==> src/rtl/cpu_io_pkg.sv <==
// Shared constants and helpers for the CPU I/O port stages (input and output FIFOs).
package cpu_io_pkg;

  localparam int CPU_DATA_WIDTH    = 16;
  localparam int IO_FIFO_DEPTH     = 8;
  localparam int IO_DROP_CNT_WIDTH = 8;

  // A CPU word as the program sees it: signed two's complement.
  typedef logic signed [CPU_DATA_WIDTH-1:0] cpu_word_t;

  // Number of address bits needed to index 'depth' entries (minimum 1).
  function automatic int addr_width(input int depth);
    int w;
    w = 1;
    while ((1 << w) < depth) begin
      w = w + 1;
    end
    return w;
  endfunction

endpackage

==> src/rtl/cpu_output_fifo_if.sv <==
// Bundle of the CPU write side, consumer handshake and status signals of the output FIFO.
interface cpu_output_fifo_if
  import cpu_io_pkg::*;
#(
  parameter int DATA_WIDTH = CPU_DATA_WIDTH,
  parameter int DEPTH      = IO_FIFO_DEPTH,
  parameter int CNT_WIDTH  = IO_DROP_CNT_WIDTH
);

  localparam int CW = addr_width(DEPTH) + 1;

  logic [DATA_WIDTH-1:0] cpu_data;
  logic                  cpu_wr;
  logic [DATA_WIDTH-1:0] out_data;
  logic                  out_valid;
  logic                  out_ready;
  logic                  full;
  logic                  empty;
  logic [CW-1:0]         count;
  logic                  overflow;
  logic [CNT_WIDTH-1:0]  drop_count;
  logic                  clear_ovf;

  // Producer/consumer side (CPU plus downstream consumer, or a bench).
  modport master (
    output cpu_data, cpu_wr, out_ready, clear_ovf,
    input  out_data, out_valid, full, empty, count, overflow, drop_count
  );

  // FIFO side.
  modport slave (
    input  cpu_data, cpu_wr, out_ready, clear_ovf,
    output out_data, out_valid, full, empty, count, overflow, drop_count
  );

endinterface

==> src/rtl/fifo_ram.sv <==
// FIFO storage: one synchronous write port, one asynchronous read port, no reset on contents.
module fifo_ram #(
  parameter int DATA_WIDTH = 16,
  parameter int DEPTH      = 8,
  parameter int ADDR_WIDTH = 3
) (
  input  logic                  clk,
  input  logic                  we,
  input  logic [ADDR_WIDTH-1:0] waddr,
  input  logic [DATA_WIDTH-1:0] wdata,
  input  logic [ADDR_WIDTH-1:0] raddr,
  output logic [DATA_WIDTH-1:0] rdata
);

  logic [DATA_WIDTH-1:0] mem_q [DEPTH];

  // Write the addressed entry when enabled.
  always_ff @(posedge clk) begin
    if (we) begin
      mem_q[waddr] <= wdata;
    end
  end

  assign rdata = mem_q[raddr];

endmodule

==> src/rtl/cpu_output_fifo.sv <==
// First-word-fall-through output FIFO for CPU output words, with registered head/status
// outputs and a sticky overflow flag plus saturating count of words lost while full.
module cpu_output_fifo
  import cpu_io_pkg::*;
#(
  parameter int DATA_WIDTH = CPU_DATA_WIDTH,
  parameter int DEPTH      = IO_FIFO_DEPTH,
  parameter int CNT_WIDTH  = IO_DROP_CNT_WIDTH
) (
  input  logic            CLK,
  input  logic            reset,
  cpu_output_fifo_if.slave bus
);

  localparam int AW = addr_width(DEPTH);
  localparam int CW = AW + 1;
  localparam logic [CW-1:0]        FULL_COUNT = CW'(DEPTH);
  localparam logic [CNT_WIDTH-1:0] DROP_MAX   = {CNT_WIDTH{1'b1}};

  logic [AW-1:0]         wr_ptr_q, wr_ptr_d;
  logic [AW-1:0]         rd_ptr_q, rd_ptr_d;
  logic [CW-1:0]         count_q, count_d;
  logic                  full_q, full_d;
  logic                  empty_q, empty_d;
  logic                  out_valid_q, out_valid_d;
  logic [DATA_WIDTH-1:0] out_data_q, out_data_d;
  logic                  overflow_q, overflow_d;
  logic [CNT_WIDTH-1:0]  drop_count_q, drop_count_d;

  logic                  push;
  logic                  pop;
  logic                  drop;
  logic [DATA_WIDTH-1:0] ram_rdata;

  // Reads at the next head position so the output register can be loaded in one step.
  fifo_ram #(
    .DATA_WIDTH (DATA_WIDTH),
    .DEPTH      (DEPTH),
    .ADDR_WIDTH (AW)
  ) u_ram (
    .clk   (CLK),
    .we    (push & ~reset),
    .waddr (wr_ptr_q),
    .wdata (bus.cpu_data),
    .raddr (rd_ptr_d),
    .rdata (ram_rdata)
  );

  // Handshake decode: a pop frees a slot, so a write into a full FIFO is accepted then.
  always_comb begin
    pop  = out_valid_q & bus.out_ready;
    push = bus.cpu_wr & (~full_q | pop);
    drop = bus.cpu_wr & full_q & ~pop;
  end

  // Pointer, occupancy and registered full/empty flags.
  always_comb begin
    wr_ptr_d = push ? wr_ptr_q + AW'(1) : wr_ptr_q;
    rd_ptr_d = pop  ? rd_ptr_q + AW'(1) : rd_ptr_q;
    case ({push, pop})
      2'b10:   count_d = count_q + CW'(1);
      2'b01:   count_d = count_q - CW'(1);
      default: count_d = count_q;
    endcase
    full_d  = (count_d == FULL_COUNT);
    empty_d = (count_d == '0);
  end

  // Next head word: the incoming word when it lands in an otherwise empty FIFO,
  // otherwise the stored word at the next read pointer; held when nothing is left.
  always_comb begin
    out_valid_d = (count_d != '0);
    out_data_d  = out_data_q;
    if (push && (count_q == CW'(pop))) begin
      out_data_d = bus.cpu_data;
    end else if (count_d != '0) begin
      out_data_d = ram_rdata;
    end
  end

  // Overflow tracking; a drop in the same cycle as a clear wins and restarts the count at 1.
  always_comb begin
    overflow_d   = overflow_q;
    drop_count_d = drop_count_q;
    if (drop) begin
      overflow_d = 1'b1;
      if (bus.clear_ovf) begin
        drop_count_d = CNT_WIDTH'(1);
      end else if (drop_count_q != DROP_MAX) begin
        drop_count_d = drop_count_q + CNT_WIDTH'(1);
      end
    end else if (bus.clear_ovf) begin
      overflow_d   = 1'b0;
      drop_count_d = '0;
    end
  end

  // State registers; reset overrides every other input in its cycle.
  always_ff @(posedge CLK) begin
    if (reset) begin
      wr_ptr_q     <= '0;
      rd_ptr_q     <= '0;
      count_q      <= '0;
      full_q       <= 1'b0;
      empty_q      <= 1'b1;
      out_valid_q  <= 1'b0;
      out_data_q   <= '0;
      overflow_q   <= 1'b0;
      drop_count_q <= '0;
    end else begin
      wr_ptr_q     <= wr_ptr_d;
      rd_ptr_q     <= rd_ptr_d;
      count_q      <= count_d;
      full_q       <= full_d;
      empty_q      <= empty_d;
      out_valid_q  <= out_valid_d;
      out_data_q   <= out_data_d;
      overflow_q   <= overflow_d;
      drop_count_q <= drop_count_d;
    end
  end

  assign bus.out_data   = out_data_q;
  assign bus.out_valid  = out_valid_q;
  assign bus.count      = count_q;
  assign bus.full       = full_q;
  assign bus.empty      = empty_q;
  assign bus.overflow   = overflow_q;
  assign bus.drop_count = drop_count_q;

endmodule

==> src/flat_wrapper.sv <==
// flat-port wrapper written by rule: the top's interface ports become plain ports
module cpu_output_fifo_flat import cpu_io_pkg::*;
#(
  parameter int DATA_WIDTH = CPU_DATA_WIDTH,
  parameter int DEPTH      = IO_FIFO_DEPTH,
  parameter int CNT_WIDTH  = IO_DROP_CNT_WIDTH
)
  (CLK, reset, bus_cpu_data, bus_cpu_wr, bus_out_ready, bus_clear_ovf, bus_out_data, bus_out_valid, bus_full, bus_empty, bus_count, bus_overflow, bus_drop_count);
  cpu_output_fifo_if #(.DATA_WIDTH(DATA_WIDTH), .DEPTH(DEPTH), .CNT_WIDTH(CNT_WIDTH)) bus_i ();
  input  logic CLK;
  input  logic reset;
  input wire logic [$bits(bus_i.cpu_data)-1:0] bus_cpu_data;
  input wire logic [$bits(bus_i.cpu_wr)-1:0] bus_cpu_wr;
  input wire logic [$bits(bus_i.out_ready)-1:0] bus_out_ready;
  input wire logic [$bits(bus_i.clear_ovf)-1:0] bus_clear_ovf;
  output wire logic [$bits(bus_i.out_data)-1:0] bus_out_data;
  output wire logic [$bits(bus_i.out_valid)-1:0] bus_out_valid;
  output wire logic [$bits(bus_i.full)-1:0] bus_full;
  output wire logic [$bits(bus_i.empty)-1:0] bus_empty;
  output wire logic [$bits(bus_i.count)-1:0] bus_count;
  output wire logic [$bits(bus_i.overflow)-1:0] bus_overflow;
  output wire logic [$bits(bus_i.drop_count)-1:0] bus_drop_count;
  assign bus_i.cpu_data = bus_cpu_data;
  assign bus_i.cpu_wr = bus_cpu_wr;
  assign bus_i.out_ready = bus_out_ready;
  assign bus_i.clear_ovf = bus_clear_ovf;
  assign bus_out_data = bus_i.out_data;
  assign bus_out_valid = bus_i.out_valid;
  assign bus_full = bus_i.full;
  assign bus_empty = bus_i.empty;
  assign bus_count = bus_i.count;
  assign bus_overflow = bus_i.overflow;
  assign bus_drop_count = bus_i.drop_count;
  cpu_output_fifo #(.DATA_WIDTH(DATA_WIDTH), .DEPTH(DEPTH), .CNT_WIDTH(CNT_WIDTH)) u_core (.CLK(CLK), .reset(reset), .bus(bus_i));
endmodule
==> config.mk <==
export PLATFORM = sky130hd
export DESIGN_NAME = cpu_output_fifo_flat
export DESIGN_NICKNAME = d
export VERILOG_FILES = /design/src/rtl/cpu_io_pkg.sv /design/src/rtl/cpu_output_fifo_if.sv /design/src/rtl/fifo_ram.sv /design/src/rtl/cpu_output_fifo.sv /design/src/flat_wrapper.sv
export SDC_FILE = /design/constraint.sdc
export NUM_CORES = 1
export LEC_CHECK = 0
export CORE_ASPECT_RATIO = 0.6
export CORE_MARGIN = 3
export CORE_UTILIZATION = 50
export CTS_CLUSTER_DIAMETER = 120
export DETAILED_ROUTE_END_ITERATION = 7
export PLACE_DENSITY = 0.7
export SETUP_SLACK_MARGIN = 0.05
export SLEW_MARGIN = 15
export SYNTH_ARGS = -nofsm -noshare
export SYNTH_HDL_FRONTEND = slang
export SYNTH_HIERARCHICAL = 1
export SYNTH_SLANG_ARGS = --single-unit
export TNS_END_PERCENT = 10
==> constraint.sdc <==
create_clock -name CLK -period 3.8 [get_ports CLK]
set_input_delay 0.57 -clock CLK [delete_from_list [all_inputs] [get_ports CLK]]
set_output_delay 0.57 -clock CLK [all_outputs]
set_load 0.05 [all_outputs]
==> results.ini, run 1 <==
[layout]
drive_gt1_frac = 0.180
final_common_cell = edfxtp_1
synthToLayoutAreaGrowth_pct = 19.5
final_cell_mix = edfxtp_1, clkdlybuf4s50_1, dfxtp_1
utilization = 0.630
layout.nets = 513
fillers = 948
antennaDiodeCount = 0

[synth]
synth.area.top_cells = edfxtp_1, dfxtp_1, mux4_1
ys_types = 47
synthCells = 418
ys_ff_latch = 166
syn_area_um2 = 6970
synth_top_flop_cell = edfxtp_1
async_reset_ff_frac = 0
yosysTopAreaCell = edfxtp_1
syn_nets = 445
netlist.area_leader.share = 0.552
synth-warning-count = 6
synth-edff-count = 128
syn_area_per_cell_um2 = 16.7
ys_seq_area_frac = 0.661

[clock_tree]
clk_pin_slew_ns = 0.07
post_cts_buffers = 0
clock-root-buffer = clkbuf_16
cts_tree = yes
clk_latency_ns = 0.42
post_cts_resized = 0
hold_buffers = 0
max-clock-path-buffers = 2
h-tree-depth = 4
numCtsBuffers = 17
clock_sinks = 166

[global_routing]
grt_use_met3 = 0.0507
antenna_found_initial = 0
met2_usage = 0.278
top_usage_layer = met1
grt_pass1_wl_um = 21900
grt_pass1_vias = 3844
grt_use_total = 0.191
grt_overflow_total = 0
grtUsageMet1 = 0.285
grt_max_degree = 34

[power]
p_total_mw = 5.71
max-vdd-ir-drop_mv = 0.434
power_density_nw_per_um2 = 686
p_leak_nw = 2.92

[detailed_routing]
ant_nets = 0
vias = 3802
drc_errors = 0
wl_um = 13900
wl_per_cell_um = 20.8
dr.pass1.iters = 5
viasPerCell = 5.68
drt_iter0_markers = 320

[place]
hpwl_um = 8490
io_buffers = 52
gp_congestion = 0.814
pre_cts_ws_ns = -0.0960

[outcome]
status = completed

[worst_setup_path]
critical_path_class = input port to flip-flop
worst_setup_path_start_kind = input port
critical_path_required_ns = 4.11
path_max_fanout = 16
cp.arrival_ns = 3.80
end_kind = flip-flop

[sta]
max_slew_margin = 0.444
hold_viol_final = 0
fin_crit_ns = 3.49
fin_skew_ns = 0.00965
setup_slack_ns = 0.310
worst_pin_slew_ns = 0.812
setup_viol = 0
min_period_over_period = 0.918
grt_setup_unrepaired = false
slew_viol_final = 0
max_freq_mhz = 287

[flow_run]
cap_violations = 0

[floorplan]
start_util = 0.527
ios = 53
chipWidth_um = 158
die-area_um2 = 15400
chipHeight_um = 97.5
core_area_um2 = 13200
row_count = 32

[min_path]
min_path_type = flip-flop to flip-flop

-- kinds of logic (layout without fill, tap and decap cells) --
logic type | count (synthesis) | after routing | share of synthesized area
xor gates and xnor gates | 14 | 14 | 0.0197
AOI/OAI and AO/OA | 54 | 54 | 0.0691
muxes | 54 | 54 | 0.153
buffers and inverters | 58 | 139 | 0.0386
adders and majority gates | 6 | 6 | 0.0108
DFF | 166 | 166 | 0.661
and+or+nand+nor | 66 | 66 | 0.0479
-- per-stage QoR --
step	instance area [um^2]	TNS [ns]	std cells	hold WS [ns]
after floorplan	6970	0	418	0.492
after global placement	7760	-0.00115	637	0.467
after detailed placement	7760	-0.802	637	0.464
after CTS	8330	0	669	0.479
after global routing	8330	0	669	0.494
final	8330	0	669	0.476
-- power breakdown --
group	switching, mW	internal [mW]	leakage (nW)
Sequential	0.112	2.10	1.47
Clock	0.713	0.922	0.286
Combinational	1.09	0.783	1.16
-- area by class of cell --
cell class                      instances  area (um^2)  share of cell area
Tap cell                              170          213              0.0255
Sequential cell                       166         4600               0.553
Timing Repair Buffer                   69          673              0.0808
Clock buffer                           20          479              0.0575
Multi-Input combinational cell        194         2130               0.256
Clock inverter                         12         87.6              0.0105
Inverter                               38          143              0.0171
-- cell usage after synthesis (2+ instances only) --
library cell / count
edfxtp_1: 128
dfxtp_1: 38
inv_1: 37
mux4_1: 28
nor2_1: 23
mux2_2: 17
o21bai_1: 16
a221oi_2: 10
nand2_1: 10
xnor2_1: 10
a21oi_1: 9
a221oi_1: 6
buf_6: 6
ha_1: 6
nor2b_1: 6
nor3_1: 6
clkbuf_1: 5
mux2i_1: 5
nand2b_1: 5
buf_1: 4
buf_2: 4
mux4_2: 4
nand3_1: 3
xor2_1: 3
a21boi_0: 2
nand4_1: 2
o2111ai_1: 2
or2_2: 2
or3_1: 2
or3b_1: 2
-- critical path, cell delays in order --
cell	delay (ns)
clkdlybuf4s50_1	0.42
a21bo_1	0.17
and2_2	0.22
inv_2	0.06
ha_1	0.20
xor2_1	0.20
ha_1	0.27
or3b_1	0.40
a21boi_0	0.18
mux2i_1	0.11
a221o_2	0.61
a221oi_1	0.38
-- path summary, 6_finish.rpt --
check / slack, ns / from / depth (start not counted) / end
max: 0.31 / bus_out_ready / 12 / u_core/bus.out_data[5]
max reg2reg: 0.46 / u_core/bus.full / 11 / u_core/bus.out_data[5]
min: 0.48 / u_core/bus.out_data[8] / 2 / u_core/bus.out_data[8]
min reg2reg: 0.48 / u_core/bus.out_data[8] / 2 / u_core/bus.out_data[8]
-- state kept, by name, summed over array words and instances, names as in the netlist --
name,count
u_core/bus.overflow,1
u_core/bus.count,4
u_core/bus.out_data,16
u_core/bus.empty,1
u_core/bus.full,1
u_core/u_ram/mem_q,128
u_core/rd_ptr_q,3
u_core/bus.out_valid,1
u_core/bus.drop_count,8
u_core/wr_ptr_q,3
-- per-layer routing --
metal | wire (um) | up-vias
li1 | - | 1766
met1 | 6750 | 1937
met2 | 6370 | 87
met3 | 658 | 12
met4 | 138 | 0
met5 | 0 | -
(Power assumes the default switching activity.)
==> run 2: changes to the inputs <==
--- a/config.mk
+++ b/config.mk
@@ -10,6 +10,7 @@
 export CORE_UTILIZATION = 50
 export CTS_CLUSTER_DIAMETER = 120
 export DETAILED_ROUTE_END_ITERATION = 7
+export HOLD_SLACK_MARGIN = 0.15
 export PLACE_DENSITY = 0.7
 export SETUP_SLACK_MARGIN = 0.05
 export SLEW_MARGIN = 15
==> results of run 2 <==
Final layout, timing and power as in run 1 (identical DEF).
==> run 3: changes to the inputs <==
--- a/config.mk
+++ b/config.mk
@@ -5,14 +5,16 @@
 export SDC_FILE = /design/constraint.sdc
 export NUM_CORES = 1
 export LEC_CHECK = 0
+export ABC_CLOCK_PERIOD_IN_PS = 3800
 export CORE_ASPECT_RATIO = 0.6
 export CORE_MARGIN = 3
 export CORE_UTILIZATION = 50
 export CTS_CLUSTER_DIAMETER = 120
 export DETAILED_ROUTE_END_ITERATION = 7
+export DONT_BUFFER_PORTS = 1
 export HOLD_SLACK_MARGIN = 0.15
-export PLACE_DENSITY = 0.7
-export SETUP_SLACK_MARGIN = 0.05
+export PLACE_DENSITY = 0.65
+export SETUP_SLACK_MARGIN = 0.3
 export SLEW_MARGIN = 15
 export SYNTH_ARGS = -nofsm -noshare
 export SYNTH_HDL_FRONTEND = slang
==> results.ini, run 3 (same netlist as run 1, synthesis figures left out) <==
[global_routing]
grt_pass1_wl_um = 21000  ; -3.9%
grt_overflow_total = 0  ; unchanged
grt_pass1_vias = 3468  ; -9.8%
grt_use_total = 0.185  ; -0.00539
grt_max_degree = 34  ; unchanged
antenna_found_initial = 0  ; unchanged

[min_path]
min_from = reset
whs_path_depth = 1  ; -1
min_path_type = input port to flip-flop
holdPathEnd = u_core/wr_ptr_q[1]

[sta]
max_freq_mhz = 301  ; +5.0%
setup_viol = 0  ; unchanged
setup_tns_ns = 0  ; unchanged
fin_crit_ns = 3.33  ; -0.165 ns
setup_slack_ns = 0.475  ; +0.165 ns
max_slew_margin = 0.490  ; +0.0452
worst_pin_slew_ns = 0.765  ; -0.0479 ns
whs_ns = 0.215  ; -0.261 ns
slew_viol_final = 0  ; unchanged
grt_setup_unrepaired = false
hold_viol_final = 0  ; unchanged
min_period_over_period = 0.875  ; -0.0434
fin_skew_ns = 0.0169  ; +0.00721 ns

[power]
p_int_mw = 3.76  ; -1.2%
swShare = 0.326  ; -0.00891
pwr-share-comb = 0.229  ; -0.098
p_switching_mw = 1.81  ; -5.1%
p_leak_nw = 2.72  ; -6.7%
pwr-share-clk = 0.314  ; +0.028
power_density_nw_per_um2 = 711  ; +3.6%
seq_power_share = 0.456  ; +0.069
max-vdd-ir-drop_mv = 0.336  ; -22%

[detailed_routing]
viasPerCell = 5.73  ; +0.87%
wl_um = 13600  ; -2.5%
drc_errors = 0  ; unchanged
dr.pass1.iters = 4  ; -1
vias = 3537  ; -7.0%
drt_iter0_markers = 264  ; -18%
wl_per_cell_um = 22.0  ; +5.7%
ant_nets = 0  ; unchanged

[place]
gp_congestion = 0.800  ; -1.8%
pre_cts_ws_ns = 0.249  ; +0.345 ns
io_buffers = 0  ; -100%
hpwl_um = 8240  ; -2.9%

[layout]
drive_gt1_frac = 0.197  ; +0.0165
largest_reg_flops = 128  ; unchanged
final_cell_mix = edfxtp_1, dfxtp_1, inv_1
antennaDiodeCount = 0  ; unchanged
largest_register = u_core/u_ram/mem_q
synthToLayoutAreaGrowth_pct = 12.4
layout.nets = 461  ; -10%
utilization = 0.593  ; -0.0374
final_common_cell = edfxtp_1

[worst_setup_path]
critPathMaxStageDelay_ns = 0.55  ; -0.06 ns
critical_path_required_ns = 4.12  ; about the same
worst_setup_path_start_kind = flip-flop
cp.arrival_ns = 3.65  ; -0.15 ns
path_max_fanout = 16  ; unchanged
r2r_slack_ns = 0.47  ; about the same
end_kind = flip-flop
r2r-start = u_core/bus.full
crit_slowest_cell = a221o_4
cp_cell_sequence = a21bo_1 -> and2_2 -> inv_2 -> ha_1 -> xor2_1 -> ha_1 -> or3b_1 -> a21boi_0 -> mux2i_1 -> a221o_4 -> a221oi_2
r2r_end = u_core/bus.out_data[8]
critical_path_class = flip-flop to flip-flop
r2r_cells = 11  ; unchanged
cpMostUsedCell = ha_1

[outcome]
status = completed

[clock_tree]
max-clock-path-buffers = 2  ; unchanged
clock_sinks = 166  ; unchanged
clk_latency_ns = 0.42  ; about the same
hold_buffers = 0  ; unchanged
cts_tree = yes
clock-root-buffer = clkbuf_16
h-tree-depth = 4  ; unchanged
clk_pin_slew_ns = 0.06  ; about the same
numCtsBuffers = 17  ; unchanged

[floorplan]
start_util = 0.527  ; unchanged
chipHeight_um = 97.5  ; unchanged
chipWidth_um = 158  ; unchanged
core_area_um2 = 13200  ; unchanged
die-area_um2 = 15400  ; unchanged
ios = 53  ; unchanged
row_count = 32  ; unchanged

[flow_run]
cap_violations = 0  ; unchanged

[run 3: changes by cell type in the layout (fill, tap and decap cells not counted), sizes merged]
cell           delta
clkinvlp          +3
bufinv            +3
clkdlybuf4s50    -52
clkbuf            +1
inv               -3
clkinv            -4
[run 3: layer usage]
metal | GRT usage | routed length (um) | vias to the layer above
met3 | 0.0538 | 1080 | 8
met1 | 0.274 | 6130 | 1760
met2 | 0.273 | 6270 | 107
met5 | 0 | 0 | -
met4 | 0.0456 | 89 | 0
li1 | - | - | 1662
[run 3: power by group through the flow]
stage	Combinational (mW)	Sequential, mW	Clock (mW)
floorplan	1.04	2.55	0
global placement	1.22	2.58	0
detailed placement	1.25	2.58	0
CTS	1.26	2.55	1.78
global route	1.38	2.56	1.86
finish	1.28	2.54	1.75
[run 3: worst max-delay path: cells and delay by family, from the launching register on]
kind,cells,cell delay (ns)
multiplexers,1,0.15
adder cells (fa/ha/maj),2,0.56
XOR/XNOR,1,0.18
buffers and inverters,1,0.12
AO/OA/AOI/OAI,4,1.25
AND/OR/NAND/NOR,2,0.63
flip-flops,1,0.32
[run 3: worst max-delay path by stage]
| stage | startpoint | to | slack, ns |
|---|---|---|---|
| 6_report | u_core/bus.full | u_core/bus.out_data[8] | 0.47 |
| 5_1_grt | u_core/bus.full | u_core/bus.out_data[5] | 0.33 |
| 4_1_cts | u_core/bus.full | u_core/bus.out_data[8] | 0.44 |
| 3_5_place_dp | bus_out_ready | u_core/bus.out_data[7] | 0.25 |
| 3_3_place_gp | bus_out_ready | u_core/bus.out_data[5] | 0.34 |
| 2_1_floorplan | u_core/bus.full | u_core/bus.out_data[10] | 0.39 |
[run 3: area by class of cell]
cell class	count	area, um^2
timing repair buffer	17	128
tap	170	213
multi-input combinational	194	2140
inverter	38	143
sequential	166	4600
fill	981	5380
clock inverter	11	148
clock buffer	21	460
[run 3: what timing repair did]
item,in CTS,in global routing
setup endpoints to repair,0,12
gates resized for setup,0,1
setup buffers,0,0
[run 3: per-stage QoR]
stage	cells	total power, mW	cell area (um^2)
global placement	585	3.81	7220
CTS	617	5.59	7830
detailed placement	585	3.83	7220
global route	617	5.81	7840
finish	617	5.57	7840
floorplan	418	3.59	6970
